File: src/rtl/io_map_pkg.sv
// Shared femtosoc IO map definitions: page bit, device slot indices,
// decoder state type and the data word returned on aborted reads.
package io_map_pkg;

  localparam int unsigned IO_PAGE_BIT = 22;

  localparam int unsigned UART_DAT         = 4;
  localparam int unsigned UART_CNTL        = 5;
  localparam int unsigned MAPPED_SPI_FLASH = 12;
  localparam int unsigned HWCFG_MEMORY     = 13;
  localparam int unsigned HWCFG_DEVICES    = 14;
  localparam int unsigned HWCFG_CPUINFO    = 15;

  localparam logic [31:0] ERR_DATA = 32'h0;

  typedef enum logic [1:0] {
    IDLE,
    RD_WAIT,
    WR_WAIT,
    ERR_RET
  } io_state_e;

  // Byte address of the IO word whose one-hot select bit is dev_bit.
  function automatic logic [31:0] io_word_addr(input int unsigned dev_bit);
    return (32'd1 << IO_PAGE_BIT) | (32'd1 << (dev_bit + 2));
  endfunction

endpackage

File: src/rtl/io_page_decoder_if.sv
// CPU-side memory bus and device-side IO bus seen by the IO page decoder.
interface io_page_decoder_if #(
  parameter int unsigned N_DEV = 16
);

  logic [31:0]         mem_addr;
  logic [31:0]         mem_wdata;
  logic [3:0]          mem_wmask;
  logic                mem_rstrb;
  logic [31:0]         mem_rdata;
  logic                mem_rbusy;
  logic                mem_wbusy;

  logic [N_DEV-1:0]    io_sel;
  logic                io_rstrb;
  logic                io_wstrb;
  logic [31:0]         io_wdata;
  logic [3:0]          io_wmask;
  logic [32*N_DEV-1:0] io_rdata;
  logic [N_DEV-1:0]    io_rbusy;
  logic [N_DEV-1:0]    io_wbusy;

  // Decoder view.
  modport slave (
    input  mem_addr, mem_wdata, mem_wmask, mem_rstrb,
    output mem_rdata, mem_rbusy, mem_wbusy,
    output io_sel, io_rstrb, io_wstrb, io_wdata, io_wmask,
    input  io_rdata, io_rbusy, io_wbusy
  );

  // CPU plus devices view.
  modport master (
    output mem_addr, mem_wdata, mem_wmask, mem_rstrb,
    input  mem_rdata, mem_rbusy, mem_wbusy,
    input  io_sel, io_rstrb, io_wstrb, io_wdata, io_wmask,
    output io_rdata, io_rbusy, io_wbusy
  );

endinterface

File: src/rtl/io_onehot_encode.sv
// One-hot to binary encoder with an exactly-one-bit-set validity flag.
module io_onehot_encode #(
  parameter int unsigned N     = 16,
  parameter int unsigned IDX_W = (N > 1) ? $clog2(N) : 1
) (
  input  logic [N-1:0]     i_oh,
  output logic             o_valid,
  output logic [IDX_W-1:0] o_idx
);

  always_comb begin
    o_idx = '0;
    for (int unsigned i = 0; i < N; i++) begin
      if (i_oh[i]) o_idx = o_idx | IDX_W'(i);
    end
  end

  // Clearing the lowest set bit leaves zero only for a single-bit word.
  assign o_valid = (i_oh != '0) && ((i_oh & (i_oh - N'(1))) == '0);

endmodule

File: src/rtl/io_page_decoder.sv
// IO page decoder: one-hot device select, single-cycle device strobes,
// registered read return, CPU stalls, busy timeout and sticky error flags.
module io_page_decoder
  import io_map_pkg::*;
#(
  parameter int unsigned N_DEV       = 16,
  parameter int unsigned IO_PAGE_BIT = io_map_pkg::IO_PAGE_BIT,
  parameter int unsigned TIMEOUT     = 255,
  parameter logic [31:0] ERR_DATA    = io_map_pkg::ERR_DATA
) (
  input  logic                   clk,
  input  logic                   resetn,
  io_page_decoder_if.slave       bus,
  input  logic                   err_clr,
  output logic                   err_decode,
  output logic                   err_timeout
);

  localparam int unsigned IDX_W   = (N_DEV > 1) ? $clog2(N_DEV) : 1;
  localparam logic [7:0]  TO_LAST = 8'(TIMEOUT - 1);

  logic             w_io_req;
  logic             w_rd_req;
  logic             w_wr_req;
  logic [N_DEV-1:0] w_oh;
  logic             w_valid;
  logic [IDX_W-1:0] w_idx;
  logic [31:0]      w_slot_rdata;
  logic             w_slot_rbusy;
  logic             w_slot_wbusy;
  logic             w_slot_busy;
  logic             w_rbusy;
  logic             w_wbusy;
  logic             w_unused;

  io_state_e        r_state;
  logic [IDX_W-1:0] r_idx;
  logic             r_is_rd;
  logic [7:0]       r_cnt;
  logic [31:0]      r_rdata;
  logic [N_DEV-1:0] r_sel;
  logic             r_rstrb;
  logic             r_wstrb;
  logic [31:0]      r_wdata;
  logic [3:0]       r_wmask;
  logic             r_err_decode;
  logic             r_err_timeout;

  assign w_io_req = bus.mem_addr[IO_PAGE_BIT];
  assign w_rd_req = w_io_req & bus.mem_rstrb;
  assign w_wr_req = w_io_req & (|bus.mem_wmask);
  assign w_oh     = bus.mem_addr[N_DEV+1:2];
  assign w_unused = ^bus.mem_addr;

  io_onehot_encode #(
    .N     (N_DEV),
    .IDX_W (IDX_W)
  ) u_encode (
    .i_oh    (w_oh),
    .o_valid (w_valid),
    .o_idx   (w_idx)
  );

  // Only the latched slot is ever looked at; other slots may carry anything.
  always_comb begin
    w_slot_rdata = '0;
    w_slot_rbusy = 1'b0;
    w_slot_wbusy = 1'b0;
    for (int unsigned i = 0; i < N_DEV; i++) begin
      if (r_idx == IDX_W'(i)) begin
        w_slot_rdata = bus.io_rdata[32*i +: 32];
        w_slot_rbusy = bus.io_rbusy[i];
        w_slot_wbusy = bus.io_wbusy[i];
      end
    end
  end

  assign w_slot_busy = (r_state == RD_WAIT) ? w_slot_rbusy : w_slot_wbusy;

  always_comb begin
    w_rbusy = 1'b0;
    w_wbusy = 1'b0;
    case (r_state)
      IDLE: begin
        w_wbusy = w_wr_req;
        w_rbusy = w_rd_req & ~w_wr_req;
      end
      RD_WAIT: w_rbusy = 1'b1;
      WR_WAIT: w_wbusy = 1'b1;
      ERR_RET: begin
        w_rbusy = r_is_rd;
        w_wbusy = ~r_is_rd;
      end
      default: begin
        w_rbusy = 1'b0;
        w_wbusy = 1'b0;
      end
    endcase
  end

  always_ff @(posedge clk or negedge resetn) begin
    if (!resetn) begin
      r_state       <= IDLE;
      r_idx         <= '0;
      r_is_rd       <= 1'b0;
      r_cnt         <= '0;
      r_rdata       <= '0;
      r_sel         <= '0;
      r_rstrb       <= 1'b0;
      r_wstrb       <= 1'b0;
      r_wdata       <= '0;
      r_wmask       <= '0;
      r_err_decode  <= 1'b0;
      r_err_timeout <= 1'b0;
    end else begin
      r_rstrb <= 1'b0;
      r_wstrb <= 1'b0;
      // Flag sets below are later in the block, so a set beats a clear.
      if (err_clr) begin
        r_err_decode  <= 1'b0;
        r_err_timeout <= 1'b0;
      end
      case (r_state)
        IDLE: begin
          if (w_rd_req || w_wr_req) begin
            r_is_rd <= ~w_wr_req;
            if (w_valid) begin
              r_sel   <= w_oh;
              r_idx   <= w_idx;
              r_wdata <= bus.mem_wdata;
              r_wmask <= bus.mem_wmask;
              r_cnt   <= '0;
              if (w_wr_req) begin
                r_wstrb <= 1'b1;
                r_state <= WR_WAIT;
              end else begin
                r_rstrb <= 1'b1;
                r_state <= RD_WAIT;
              end
            end else begin
              r_err_decode <= 1'b1;
              r_state      <= ERR_RET;
            end
          end
        end
        RD_WAIT, WR_WAIT: begin
          if (!w_slot_busy) begin
            if (r_state == RD_WAIT) r_rdata <= w_slot_rdata;
            r_sel   <= '0;
            r_state <= IDLE;
          end else if (r_cnt == TO_LAST) begin
            if (r_state == RD_WAIT) r_rdata <= ERR_DATA;
            r_err_timeout <= 1'b1;
            r_sel         <= '0;
            r_state       <= IDLE;
          end else begin
            r_cnt <= r_cnt + 8'd1;
          end
        end
        ERR_RET: begin
          if (r_is_rd) r_rdata <= ERR_DATA;
          r_state <= IDLE;
        end
        default: r_state <= IDLE;
      endcase
    end
  end

  assign bus.mem_rdata = r_rdata;
  assign bus.mem_rbusy = w_rbusy;
  assign bus.mem_wbusy = w_wbusy;
  assign bus.io_sel    = r_sel;
  assign bus.io_rstrb  = r_rstrb;
  assign bus.io_wstrb  = r_wstrb;
  assign bus.io_wdata  = r_wdata;
  assign bus.io_wmask  = r_wmask;
  assign err_decode    = r_err_decode;
  assign err_timeout   = r_err_timeout;

  a_strobe_excl : assert property (@(posedge clk) disable iff (!resetn)
    !(r_rstrb && r_wstrb));
  a_sel_onehot0 : assert property (@(posedge clk) disable iff (!resetn)
    $onehot0(r_sel));
  a_strobe_sel  : assert property (@(posedge clk) disable iff (!resetn)
    (r_rstrb || r_wstrb) |-> (r_sel != '0));

endmodule

File: src/flat_wrapper.sv
// flat-port wrapper written by rule: the top's interface ports become plain ports
module io_page_decoder_flat import io_map_pkg::*;
#(
  parameter int unsigned N_DEV       = 16,
  parameter int unsigned IO_PAGE_BIT = io_map_pkg::IO_PAGE_BIT,
  parameter int unsigned TIMEOUT     = 255,
  parameter logic [31:0] ERR_DATA    = io_map_pkg::ERR_DATA
)
  (clk, resetn, err_clr, err_decode, err_timeout, bus_mem_addr, bus_mem_wdata, bus_mem_wmask, bus_mem_rstrb, bus_mem_rdata, bus_mem_rbusy, bus_mem_wbusy, bus_io_sel, bus_io_rstrb, bus_io_wstrb, bus_io_wdata, bus_io_wmask, bus_io_rdata, bus_io_rbusy, bus_io_wbusy);
  io_page_decoder_if #(.N_DEV(N_DEV)) bus_i ();
  input  logic clk;
  input  logic resetn;
  input  logic err_clr;
  output logic err_decode;
  output logic err_timeout;
  input wire logic [$bits(bus_i.mem_addr)-1:0] bus_mem_addr;
  input wire logic [$bits(bus_i.mem_wdata)-1:0] bus_mem_wdata;
  input wire logic [$bits(bus_i.mem_wmask)-1:0] bus_mem_wmask;
  input wire logic [$bits(bus_i.mem_rstrb)-1:0] bus_mem_rstrb;
  output wire logic [$bits(bus_i.mem_rdata)-1:0] bus_mem_rdata;
  output wire logic [$bits(bus_i.mem_rbusy)-1:0] bus_mem_rbusy;
  output wire logic [$bits(bus_i.mem_wbusy)-1:0] bus_mem_wbusy;
  output wire logic [$bits(bus_i.io_sel)-1:0] bus_io_sel;
  output wire logic [$bits(bus_i.io_rstrb)-1:0] bus_io_rstrb;
  output wire logic [$bits(bus_i.io_wstrb)-1:0] bus_io_wstrb;
  output wire logic [$bits(bus_i.io_wdata)-1:0] bus_io_wdata;
  output wire logic [$bits(bus_i.io_wmask)-1:0] bus_io_wmask;
  input wire logic [$bits(bus_i.io_rdata)-1:0] bus_io_rdata;
  input wire logic [$bits(bus_i.io_rbusy)-1:0] bus_io_rbusy;
  input wire logic [$bits(bus_i.io_wbusy)-1:0] bus_io_wbusy;
  assign bus_i.mem_addr = bus_mem_addr;
  assign bus_i.mem_wdata = bus_mem_wdata;
  assign bus_i.mem_wmask = bus_mem_wmask;
  assign bus_i.mem_rstrb = bus_mem_rstrb;
  assign bus_mem_rdata = bus_i.mem_rdata;
  assign bus_mem_rbusy = bus_i.mem_rbusy;
  assign bus_mem_wbusy = bus_i.mem_wbusy;
  assign bus_io_sel = bus_i.io_sel;
  assign bus_io_rstrb = bus_i.io_rstrb;
  assign bus_io_wstrb = bus_i.io_wstrb;
  assign bus_io_wdata = bus_i.io_wdata;
  assign bus_io_wmask = bus_i.io_wmask;
  assign bus_i.io_rdata = bus_io_rdata;
  assign bus_i.io_rbusy = bus_io_rbusy;
  assign bus_i.io_wbusy = bus_io_wbusy;
  io_page_decoder #(.N_DEV(N_DEV), .IO_PAGE_BIT(IO_PAGE_BIT), .TIMEOUT(TIMEOUT), .ERR_DATA(ERR_DATA)) u_core (.clk(clk), .resetn(resetn), .bus(bus_i), .err_clr(err_clr), .err_decode(err_decode), .err_timeout(err_timeout));
endmodule
File: config.mk
export PLATFORM = sky130hd
export DESIGN_NAME = io_page_decoder_flat
export DESIGN_NICKNAME = d
export VERILOG_FILES = /design/src/rtl/io_map_pkg.sv /design/src/rtl/io_page_decoder_if.sv /design/src/rtl/io_onehot_encode.sv /design/src/rtl/io_page_decoder.sv /design/src/flat_wrapper.sv
export SDC_FILE = /design/constraint.sdc
export NUM_CORES = 1
export LEC_CHECK = 0
export BUFFER_PORTS_ARGS = -buffer_cell sky130_fd_sc_hd__buf_2
export CORE_AREA = 4 4 273 275
export CTS_CLUSTER_DIAMETER = 200
export DETAILED_ROUTE_END_ITERATION = 7
export DIE_AREA = 0 0 277 279
export GPL_TIMING_DRIVEN = 0
export PLACE_DENSITY = 0.36
export SLEW_MARGIN = 0
export SYNTH_ARGS = -nofsm -noshare
export SYNTH_HDL_FRONTEND = slang
export SYNTH_HIERARCHICAL = 1
export SYNTH_SLANG_ARGS = --single-unit
File: constraint.sdc
create_clock -name clk -period 3.6 [get_ports clk]
set_input_delay 0.72 -clock clk [delete_from_list [all_inputs] [get_ports clk]]
set_output_delay 0.72 -clock clk [all_outputs]
set_load 0.1 [all_outputs]
# Word level (Yosys, flattened, before mapping)

Cells that the tools add are included.

$add $sub $neg: 2
Eq/ne operators: 26
Muxes and demuxes: 104
Bitwise logic cells: 6
Reductions and logical operators: 16

Operators by type and width:

| cell                                                                  | count |
|---|---|
| 32-bit two-way mux                                                    | 21 |
| 16-bit two-way mux                                                    | 4 |
| 32-bit case mux with 2 select lines                                   | 1 |
| 1-bit two-way mux                                                     | 50 |
| 4-bit == test (second input constant)                                 | 8 |
| 4-bit two-way mux                                                     | 8 |
| 8-bit two-way mux                                                     | 4 |
| 16-bit case mux with 2 select lines                                   | 1 |
| 16-bit AND                                                            | 1 |
| 4-bit by 3-bit == test with 1-bit output (second input constant)      | 4 |
| 16-bit zero test                                                      | 1 |
| 8-bit case mux with 2 select lines                                    | 1 |
| 16-bit nonzero test                                                   | 1 |
| 16-bit by 1-bit subtractor with 16-bit output (second input constant) | 1 |
| 2-bit two-way mux                                                     | 7 |
| 3-bit two-way mux                                                     | 4 |
| 8-bit by 1-bit adder with 8-bit output (second input constant)        | 1 |
| 4-bit by 2-bit == test with 1-bit output (second input constant)      | 2 |
| 8-bit == test (second input constant)                                 | 1 |
| 2-bit by 1-bit != test with 1-bit output (second input constant)      | 4 |
| 4-bit AND reduction                                                   | 2 |
| 1-bit case mux with 3 select lines                                    | 2 |
| 2-bit case mux with 3 select lines                                    | 1 |
| 5-bit AND reduction                                                   | 1 |
| other kinds (16)                                                      | 23 |

Flip-flop bits (word level): 103
Input bits: 616
Output and inout bits: 90
Word-level logic and storage cells: 166

# Depth between registers and ports, before layout

Depth in word-level cells: 20
Gate-level depth with buffers: 13
Mapped depth without buffers: 10

# Hierarchy

Netlist, hierarchy kept.

By module, submodules not included:

| module           | times used | cells an instance | area an instance (um^2) | seq. area each (um^2) |
|---|---|---|---|---|
| io_page_decoder  | 1          | 1,066             | 9,156.3                 | 2,577.5 |
| io_onehot_encode | 1          | 39                | 262.8                   | 0.0 |

# Worst setup path before layout

No wires, ideal clock.

Kind: input -> register
From: in bus_mem_addr[8]
To: reg u_core.r_cnt[3]
Setup time: 0.120 ns
Data arrival time: 3.486 ns
Data required time: 3.480 ns
Path slack: -0.006 ns
Cell stages on the path: 10
Buffers on the path: 2
Cells stage by stage: or4_1 -> buf_2 -> o41ai_1 -> o211ai_1 -> nor4_2 -> inv_1 -> nor4_1 -> clkbuf_1 -> a211oi_1 -> a31o_2

Cells in the longest elaborated chain, start to end: 6
Elaborated cells on any way between the ends: 7
Classes of those cells: 1 x add/sub; 1 x eq/ne; 1 x bitwise; 4 x reduce/logical

Ends and longest elaborated chain:

| element                                       | RTL line               | source |
|---|---|---|
| start: declaration                            | flat_wrapper.sv:16     | `input wire logic [$bits(bus_i.mem_addr)-1:0] bus_mem_addr;` |
| 16-bit by 1-bit subtractor with 16-bit output | io_onehot_encode.sv:19 | `assign o_valid = (i_oh != '0) && ((i_oh & (i_oh - N'(1))) == '0);` |
| 16-bit AND                                    | io_onehot_encode.sv:19 |  |
| 16-bit zero test                              | io_onehot_encode.sv:19 |  |
| 1-bit logical AND *                           | io_onehot_encode.sv:19 |  |
| net u_core.w_valid                            | io_page_decoder.sv:26  | `logic w_valid;` |
| 2-bit != test (no source line) *              | n/a                    |  |
| 5-bit AND reduction (no source line) *        | n/a                    |  |
| end signal: assignment                        | io_page_decoder.sv:157 | `r_cnt <= r_cnt + 8'd1;` |
| end: declaration                              | io_page_decoder.sv:39  | `logic [7:0] r_cnt;` |

The timed path passes the listed nets; every way through them passes the cells marked *.
A chain may end at the register's enable or synchronous reset.

# Worst setup path in the final report

From: reg u_core.r_idx[0]
To: reg u_core.r_rdata[16] (netlist: u_core/bus.mem_rdata[16])

Cells in the longest elaborated chain, start to end: 20
Elaborated cells on any way between the ends: 70
Classes of those cells: 16 x eq/ne; 52 x mux; 2 x reduce/logical

Ends and longest elaborated chain:

| element                                                                                            | RTL line                                      | source |
|---|---|---|
| start: declaration                                                                                 | io_page_decoder.sv:37                         | `logic [IDX_W-1:0] r_idx;` |
| start signal: assignment                                                                           | io_page_decoder.sv:129                        | `r_idx <= w_idx;` |
| 4-bit zero test                                                                                    | io_page_decoder.sv:70                         | `if (r_idx == IDX_W'(i)) begin` |
| 1-bit two-way mux / 32-bit two-way mux (equally long branches) (16 in a row)                       | io_page_decoder.sv:70                         |  |
| 1-bit two-way mux / 32-bit two-way mux (equally long branches)                                     | io_page_decoder.sv:78, io_page_decoder.sv:148 |  |
| 3-bit != test (no source line) / 32-bit two-way mux (equally long branches)                        | n/a                                           |  |
| 4-bit AND reduction (no source line) / 32-bit case mux with 2 select lines (equally long branches) | n/a                                           |  |
| end signal: assignment                                                                             | io_page_decoder.sv:148                        | `if (r_state == RD_WAIT) r_rdata <= w_slot_rdata;` |
| end: declaration                                                                                   | io_page_decoder.sv:40                         | `logic [31:0] r_rdata;` |

Several ways; a longest one is shown, not always the timed one. The select of a mux whose other input is x is not followed.

==> qor.csv <==
stage,metric,value,unit
floorplanning,Initial Util,13.0,%
yosys,Mapped Cells,1105,
worst_setup_path,startpoint types,flop,
floorplanning,Die W,277,um
finish,share of layout cells above drive strength 1,51.4,%
floorplanning,die height,279,um
global_routing,initial antenna violation count,35,
yosys,Yosys cell types,81,
worst_setup_path,critical path data arrival time,3860,ps
yosys,"Avg Cell Area, Syn",8.52,um2
sta,number of endpoints failing setup at the final stage,0,
cts,Worst-Skew Late Latency,370,ps
routing,via-per-instance ratio,4.62,
routing,met1 wire length,37600,um
routing,drt pass-1 iters,5,
sta,Max Freq,0.278,GHz
global_routing,GRT overflow,0,
placed_design,dpl cell area,14100,um2
finish,final core utilization,20.7,%
cts,CTS tree,done,
worst_setup_path,worst setup path class,flop to flop,
routing,DRT antenna net count,0,
yosys,Synthesized Nets,1727,
routing,DR vias,12938,
sta,Final Hold Viols,0,
placed_design,number of port buffers,690,
min_path,worst min path class,input port to async pin,
yosys,Synth Register Bits,103,
sta,Slew @ Worst Pin,1260,ps
run_status,status,completed,
placed_design,placer's final routability congestion estimate,0.924,
routing,Detailed Route Iter0 Violations,1065,
cts,Hold Buf Count CTS,0,
finish,Final nets,2439,
sta,final cycle utilization of the critical path,99.9,%
worst_setup_path,worst-path maximum fanout,10,
floorplanning,IO Pins,706,
sta,Worst Skew,12.4,ps
global_routing,Total GRT Usage,22.3,%
cts,clock buffer depth,2,
finish,Layout area overhead,58.6,%
yosys,Synth Cell Area,9420,um2
routing,wire length per cell,32.4,um
worst_setup_path,"Req. time, crit path",3860,ps
finish,final instance area,14900,um2
yosys,post-synthesis sequential area ratio,27.4,%
run,max_cap viols,0,
yosys,Post-synth top flop,dfrtp_1,
routing,met3 wire len,6320,um
cts,CTS Buf Count,9,
yosys,Yosys warnings,6,
cts,H-tree depth reported by CTS,3,
routing,max layer used,met5,
power_and_ir_drop,cell area power density,398,nW/um2
power_and_ir_drop,Peak VDD IR,0.340,mV
global_routing,vias in the first global route,13550,
finish,Storage cell area,2580,um2
sta,post-layout minimum cycle time,3600,ps
worst_setup_path,Worst Setup End Kind,flop,
global_routing,largest net degree at the start of global routing,79,
sta,fin. max-slew vios,0,
placed_design,HPWL after detailed placement,76600,um
cts,clock root buffer,clkbuf_16,
routing,drc violations,0,
cts,Sink Count,103,
routing,Post-Route WL,90700,um
finish,# fillers,8341,
floorplanning,row cnt,99,
sta,relative slew slack,15.4,%
floorplanning,DIE AREA,77300,um2
yosys,asr flop ratio synth,100,%
finish,area of the multi-input gates,6460,um2
global_routing,first-pass GRT wire length,119000,um
yosys,number of synthesized flops with an enable pin,0,
floorplanning,Core ar.,72300,um2
routing,met2 wire length,43600,um
power_and_ir_drop,Leak,6.97,nW
cts,Clock transition at path regs,80,ps
## sequential cells by signal, indices dropped and copies added, names as in the netlist
signal                flops
u_core/bus.mem_rdata     32
u_core/r_state            2
u_core/r_is_rd            1
u_core/r_idx              4
u_core/bus.io_wdata      32
u_core/bus.io_wmask       4
u_core/r_cnt              8
u_core/bus.io_rstrb       1
u_core/err_decode         1
u_core/bus.io_wstrb       1
u_core/bus.io_sel        16
u_core/err_timeout        1
## synthesized netlist by cell type (all sizes together) (4+ instances only)
master	n	area (um2)
a22oi	42	320
o31ai	5	51.3
a31oi	12	75.1
nand3	10	50.1
a21o	6	45.0
nor2	96	360
nand2	85	324
nor3	11	55.1
o21bai	4	30.0
o2bb2ai	4	35.0
a21oi	86	434
o21ai	92	468
o32ai	6	52.6
inv	41	154
mux2	78	878
o2111ai	4	41.3
a222oi	5	50.1
or2	5	31.3
or4	6	45.0
a32oi	5	43.8
dfrtp	103	2580
o221ai	22	193
mux4	28	631
buf	55	319
o211ai	13	97.6
ha	6	75.1
nor2b	31	196
a221o	6	60.1
nor4	8	56.3
clkbuf	50	188
a221oi	20	211
a22o	21	184
a211oi	9	80.1
mux2i	28	280
o22ai	51	319
nand2b	8	52.6
## cell usage in the layout, fill, tap and decap left out, types with 11 or more instances in the layout
master,synthesis,routed
buf_2,36,712
dfrtp_1,103,103
nor2_1,96,89
o21ai_0,87,86
nand2_1,83,83
a21oi_1,85,81
mux2_2,61,61
o22ai_1,51,43
a22oi_1,41,41
inv_1,39,39
nor2b_1,30,30
clkbuf_1,50,29
mux2i_1,28,28
mux4_2,28,28
buf_4,10,27
o221ai_1,22,21
a22o_1,21,21
diode_2,0,19
mux2_1,17,17
clkbuf_2,0,16
a221oi_1,16,15
o211ai_1,13,13
a31oi_1,12,12
buf_6,4,11
## layout make-up
class / instances / share of cell area, %
Multi-Input combinational cell: 855 / 43.2
Timing Repair Buffer: 702 / 24.0
Sequential cell: 103 / 17.3
Tap cell: 959 / 8.03
Buffer: 104 / 4.11
Clock buffer: 10 / 1.53
Inverter: 42 / 1.06
Clock inverter: 6 / 0.486
Antenna cell: 19 / 0.318
## logic make-up after synthesis
| family | count (synthesis) | share of synthesized area (%) |
|---|---|---|
| and+or+nand+nor | 279 | 13.9 |
| muxes | 134 | 19.0 |
| AOI/OAI and AO/OA | 435 | 31.7 |
| buffers and inverters | 147 | 7.05 |
| adders and majority gates | 7 | 0.903 |
| DFF | 103 | 27.4 |
## per-stage QoR
step	setup TNS (ps)	hold slack [ps]	worst slack [ps]	total power, W	std cells
finish	0	213	4.62	0.00595	2800
floorplan	0	424	44.2	0.00362	1105
global placement	-67810	469	-1550	0.00474	2754
CTS	0	194	0.652	0.00600	2779
detailed placement	-66940	473	-1580	0.00477	2755
global route	-289	224	-39.9	0.00628	2795
## layer usage
metal / global-route usage, % / up-vias
met2: 38.0 / 727
met1: 28.1 / 6406
met4: 7.54 / 12
met5: 0 / -
met3: 4.59 / 111
li1: - / 5682
## worst paths after layout
path,to,cells after the start,startpoint,slack (ps)
min in group clk,u_core/bus.mem_rdata[30],1,u_core/bus.mem_rdata[30],490
setup reg to reg,u_core/bus.mem_rdata[16],11,u_core/r_idx[0],5
hold / removal,u_core/bus.io_sel[14],1,resetn,210
max in group asynchronous,u_core/bus.mem_rdata[24],2,resetn,2650
setup / recovery,u_core/bus.mem_rdata[16],11,u_core/r_idx[0],5
hold reg to reg,u_core/bus.mem_rdata[30],1,u_core/bus.mem_rdata[30],490
## worst max-delay path: stages (launching register included)
cell      delay, ps
dfrtp_1         520
buf_4           250
buf_6           270
buf_6           270
buf_4           310
buf_4           380
nor2_1           90
a21oi_1         150
o211ai_1        110
o22ai_1         490
a21oi_1         260
mux2_1          350
## what timing repair did
item                                   CTS  global route
buffers inserted                         9             2
endpoints found under the hold margin    0             0
gates resized for setup                 72            40
pin swaps                                4             1
setup endpoints to repair               97            68
## where the power goes
group | internal, W | leakage [nW] | switching (W)
sequential | 0.00134 | 1.38 | 0.000108
combinational | 0.00103 | 5.43 | 0.00240
clock | 0.000553 | 0.150 | 0.000519
Power figures use the tool's default switching activity.
